## src/rtl/decoder_pack_stage.sv

```systemverilog
// decoder_pack_stage: ID->EX register packing decoder fields into one control word,
// with a 2-entry skid buffer so in_ready depends only on registered state.
module decoder_pack_stage #(
    parameter int                CTRL_W      = 42,
    parameter logic [CTRL_W-1:0] BUBBLE_WORD = '0
) (
    input  logic              clk,
    input  logic              rst,
    input  logic              flush,
    input  logic              in_valid,
    output logic              in_ready,
    input  logic [3:0]        af,
    input  logic              i,
    input  logic              alu_mux_sel,
    input  logic [2:0]        shift_type,
    input  logic [4:0]        cad,
    input  logic              gp_we,
    input  logic [2:0]        gp_mux_sel,
    input  logic [3:0]        bf,
    input  logic [1:0]        pc_mux_select,
    input  logic              spr_mux_sel,
    input  logic              mem_wren,
    input  logic              mem_rren,
    input  logic [4:0]        rs,
    input  logic [4:0]        rt,
    input  logic [4:0]        rd,
    output logic [CTRL_W-1:0] packed_out,
    output logic              out_valid,
    input  logic              out_ready
);
    if (CTRL_W != 42) begin : g_width_check
        $error("decoder_pack_stage: CTRL_W must equal the packed field width (42)");
    end

    typedef enum logic [1:0] {EMPTY, FULL, SKID} state_t;

    state_t            state, state_n;
    logic [CTRL_W-1:0] main_q, skid_q, word;
    logic              accept, emit, load_main, load_skid, move_skid;

    assign word = {af, i, alu_mux_sel, shift_type, cad, gp_we, gp_mux_sel, bf,
                   pc_mux_select, spr_mux_sel, mem_wren, mem_rren, rs, rt, rd};

    assign in_ready   = state != SKID;
    assign out_valid  = state != EMPTY;
    assign packed_out = out_valid ? main_q : BUBBLE_WORD;
    // a flushed cycle never captures the incoming word
    assign accept     = in_valid & in_ready & ~flush;
    assign emit       = out_valid & out_ready;

    always_ff @(posedge clk or posedge rst) begin
        if (rst) state <= EMPTY;
        else     state <= state_n;
    end

    always_comb begin
        state_n   = state;
        load_main = 1'b0;
        load_skid = 1'b0;
        move_skid = 1'b0;
        if (flush) state_n = EMPTY;
        else begin
            case (state)
                EMPTY: begin
                    load_main = accept;
                    state_n   = accept ? FULL : EMPTY;
                end
                FULL: begin
                    load_main = accept & emit;
                    load_skid = accept & ~emit;
                    state_n   = (accept & ~emit) ? SKID : (~accept & emit) ? EMPTY : FULL;
                end
                SKID: begin
                    move_skid = emit;
                    state_n   = emit ? FULL : SKID;
                end
                default: state_n = EMPTY;
            endcase
        end
    end

    always_ff @(posedge clk or posedge rst) begin
        if (rst) begin
            main_q <= '0;
            skid_q <= '0;
        end else begin
            if (load_main)      main_q <= word;
            else if (move_skid) main_q <= skid_q;
            if (load_skid) skid_q <= word;
        end
    end
endmodule

```

## config.mk

```make
export PLATFORM = sky130hd
export DESIGN_NAME = decoder_pack_stage
export DESIGN_NICKNAME = d
export VERILOG_FILES = /design/src/rtl/decoder_pack_stage.sv
export SDC_FILE = /design/constraint.sdc
export NUM_CORES = 1
export LEC_CHECK = 0
export ABC_AREA = 1
export ABC_CLOCK_PERIOD_IN_PS = 4350
export CAP_MARGIN = 5
export CORE_ASPECT_RATIO = 1.75
export CORE_MARGIN = 3
export CORE_UTILIZATION = 25
export CTS_CLUSTER_DIAMETER = 200
export DETAILED_ROUTE_END_ITERATION = 8
export GPL_TIMING_DRIVEN = 0
export PLACE_DENSITY = 0.41
export SYNTH_ARGS = -nofsm -noshare
export SYNTH_HDL_FRONTEND = slang
export SYNTH_SLANG_ARGS = --single-unit
```

## constraint.sdc

```tcl
create_clock -name clk -period 4.35 [get_ports clk]
set_input_delay 0.6525 -clock clk [delete_from_list [all_inputs] [get_ports clk]]
set_output_delay 0.6525 -clock clk [all_outputs]
set_load 0.005 [all_outputs]
```

## Word level (Yosys, flattened, before mapping)

Index checks and enable logic that the tools add are counted.

- Input bits: 47
- Flip-flop bits (word level): 86

- Bitwise operators: 9
- Multiplexer cells: 15
- Reduce and logical (&&, ||, !) cells: 3
- Eq/ne operators: 3

Operators by type and width:

| cell | count |
|---|---|
| $mux W42 | 3 |
| $mux W1 | 7 |
| $and A1 B1 Y1 | 6 |
| $mux W2 | 3 |
| $pmux W2 S3 | 1 |
| $reduce_bool A2 Y1 | 2 |
| $not A1 Y1 | 3 |
| $eq A2 B1 Y1 const B | 1 |
| $eq A2 B2 Y1 const B | 1 |
| $logic_not A2 Y1 | 1 |
| $ne A2 B2 Y1 const B | 1 |
| $pmux W1 S2 | 1 |

## Longest topological paths before layout

- Word-level depth: 9
- Gate-level depth with buffers: 14
- Mapped depth without buffers: 12

## Worst setup path before layout

No wires, ideal clock.

- Path kind: input -> register
- From: input port out_ready
- To: register skid_q[21]
- Slack: 2092 ps
- Stages on the path: 10
- Data arrival time: 2137 ps
- Cell sequence: clkbuf_1 clkbuf_1 inv_1 nor2_1 inv_1 ha_1 nand3_1 buf_2 buf_2 o21ai_1

- Longest elaborated chain between the ends: 5

RTL lines:

| element | RTL line | RTL |
|---|---|---|
| from (decl) | 29 | `input logic out_ready` |
| $and A1 B1 Y1 | 49 | `assign emit = out_valid & out_ready;` |
| $not A1 Y1 | 70 | `load_skid = accept & ~emit;` |
| $and A1 B1 Y1 | 70 |  |
| $mux W1 | 63 | `case (state)` |
| $mux W1 | 61 | `if (flush) state_n = EMPTY;` |
| to (signal assigned) | 89 | `if (load_skid) skid_q <= word;` |
| to (decl) | 38 | `logic [CTRL_W-1:0] main_q, skid_q, word;` |

Every way passes these cells.
A chain may end at the register's enable or synchronous reset.

## Worst setup path in the final report

- From: register state[0]
- To: output port packed_out[24]

- Longest elaborated chain between the ends: 2

RTL lines:

| element | RTL line | RTL |
|---|---|---|
| from (decl) | 37 | `state_t state, state_n;` |
| from (signal assigned) | 53 | `else state <= state_n;` |
| $reduce_bool A2 Y1 | 45 | `assign out_valid = state != EMPTY;` |
| $mux W42 | 46 | `assign packed_out = out_valid ? main_q : BUBBLE_WORD;` |
| to (decl) | 27 | `output logic [CTRL_W-1:0] packed_out,` |

Every way passes these cells.

==> impl_metrics.ini <==
[critical_path]
crit_path_top_delay_cell = nor2_2
crit_fanout = 10
slowest_delay_ns = 0.54
worstPathArrival_ns = 2.28
end_kind = output port
path_delay_family = buffers and inverters
cp_cell_sequence = nor2_2, clkbuf_1, nor2_1, clkdlybuf4s50_1
worstPathRequired_ns = 3.70
cp-start-kind = flip-flop
critPathKind = flip-flop to output port
cp_num_buf_inv = 2
ff2ff_setup_slack_ns = 2.02

[floorplan]
die_h_um = 181
dieWidth_um = 106
row_count = 63
start_util_pct = 25.7
io_pins = 91
dieArea_mm2 = 0.0192
fp.coreArea_mm2 = 0.0170

[clock_tree]
ctsHoldBuffers = 0
clk_pin_slew_ns = 0.06
cts_buffers = 9
cts_resized = 0
cts_buffer_depth = 2
clk_latency_ns = 0.33
cts_tree = built
cts-root-buf = clkbuf_16
cts_setup_buffers = 0
htree_levels = 3
clock_sinks = 86

[global_routing]
grt_antenna_before_repair = 0
first_global_vias = 4005
gr-usage-met3_pct = 2.47
groute.usage.overall_pct = 13.6
grt_max_degree = 45
grt_pass1_wl_mm = 20.5
gr-total-overflow = 0
gr-usage-met1_pct = 16.0
use_met2_pct = 24.5
top_usage_layer = met2

[drt]
wl_mm = 12.4
antenna_left = 0
viasPerCell = 4.14
drc = 0
first_pass_iters = 4
routedWlPerCell_um = 13.1
via_count = 3911
drtIter0Drc = 128

[logic_synthesis]
yosysWarningCount = 0
synth_top_area_share_pct = 49.2
syn-cell-area_mm2 = 0.00437
ys_top_cells_by_area = dfrtp_1 49%, nand2_1 18%, inv_1 12%, nand4_1 6.0%, nor2_1 3.9%
async_flop_share_pct = 100
avgSynthCellArea_um2 = 7.14
synth-seq-cells = 86
synth_edf_count = 0
yosysTopAreaCell = dfrtp_1
synthFlopType = dfrtp_1
synth_seq_area_share_pct = 49.2
synth_commonest_cells = 214 x nand2_1, 135 x inv_1, 86 x dfrtp_1
yosysUniqueCellTypes = 19
synth_fp_nets = 661
yosysMostFrequentCell = nand2_1
synth_cells = 612

[pwr]
powerDensity_mw_per_mm2 = 392
power_w = 0.00232
power.leakage_nw = 3.09
ir_worst_vdd_mv = 0.209

[timing]
min_period_ns = 2.93
setup_viol = 0
max_freq_ghz = 0.341
finalCritPeriodShare_pct = 67.5
rsz0062_at_grt = false
hold_viol = 0
fin_setup_tns_ns = 0
fin_ws_ns = 1.42
maxSlewHeadroom_pct = 56.6
fin_skew_ns = 0.00688
tightest_slew_ns = 0.650
drv_slew = 0

[place]
gp_congestion = 0.770
dp_hpwl_mm = 9.03
port_buffers = 89
preCtsSetupSlack_ns = 1.41

[outcome]
status = finished, final reports clean

[layout]
fin_nets = 762
antenna_cells = 0
drive_gt1_share_pct = 5.57
area_growth_pct = 35.2

[worst_hold_path]
hold_path_class = flip-flop to flip-flop

[run]
drv_cap = 0
-- layout make-up --
type	instances	area, µm²
Inverter	137	517
Clock buffer	11	253
Timing Repair Buffer	90	918
Clock inverter	5	81.3
Buffer	34	166
Fill cell	1896	11100
Sequential cell	86	2150
Tap cell	227	284
Multi-Input combinational cell	355	1540
-- kinds of logic (layout without fill, tap and decap cells) --
group                      after synthesis  after routing  share of synthesized area, %
buffers and inverters                  171            277                          15.6
AOI/OAI and AO/OA                       44             44                          5.12
and+or+nand+nor                        309            309                          29.5
DFF                                     86             86                          49.2
adders and majority gates                2              2                         0.572
-- metal layers --
| layer | share of wire, % | vias up |
|---|---|---|
| li1 | - | 2020 |
| met1 | 41 | 1789 |
| met2 | 53 | 88 |
| met3 | 4.0 | 14 |
| met4 | 2.2 | 0 |
| met5 | 0 | - |
-- power by group --
group          switching [W]  internal (W)  leakage [nW]
registers          0.0000927      0.000971          1.09
clock network       0.000315      0.000535         0.162
logic               0.000217      0.000188          1.83
-- layout by cell type (no fill, tap or decap), drive strengths merged --
cell type | synthesis | routed
nand2 | 215 | 215
inv | 137 | 137
clkdlybuf4s50 | 0 | 89
dfrtp | 86 | 86
nor2 | 50 | 50
nand4 | 42 | 42
o21ai | 42 | 42
clkbuf | 19 | 30
buf | 15 | 16
ha | 2 | 2
bufinv | 0 | 2
clkinv | 0 | 2
nand3 | 1 | 1
a31oi | 1 | 1
nor3 | 1 | 1
o31ai | 1 | 1
clkinvlp | 0 | 1
-- state kept, by name, indices dropped and copies added (netlist names) --
register	flops
state	2
main_q	42
skid_q	42
-- tightest hold or removal path: cells and delay by family, from the launching register on --
| kind | cells | cell delay [ns] |
|---|---|---|
| flops | 1 | 0.34 |
| simple gates | 2 | 0.11 |
-- path summary, 6_finish.rpt --
path,startpoint,end,cells after the start
min,main_q[29]$_DFFE_PP0P_,main_q[29]$_DFFE_PP0P_,2
min reg2reg,main_q[29]$_DFFE_PP0P_,main_q[29]$_DFFE_PP0P_,2
max reg2reg,state[0]$_DFF_PP0_,main_q[16]$_DFFE_PP0P_,11
max,state[0]$_DFF_PP0_,packed_out[24],4
min in group asynchronous,rst,skid_q[30]$_DFFE_PP0P_,2
max in group asynchronous,rst,main_q[18]$_DFFE_PP0P_,3
-- per-stage QoR --
stage	std cells	utilization (%)	area (µm²)	hold WS, ns
5_1_grt	945	34.7	5910	0.500
3_3_place_gp	928	32.6	5550	0.462
2_1_floorplan	612	-	4370	0.449
3_5_place_dp	929	32.8	5580	0.465
6_report	945	34.7	5910	0.478
4_1_cts	945	34.7	5910	0.483
(Power assumes the default switching activity.)
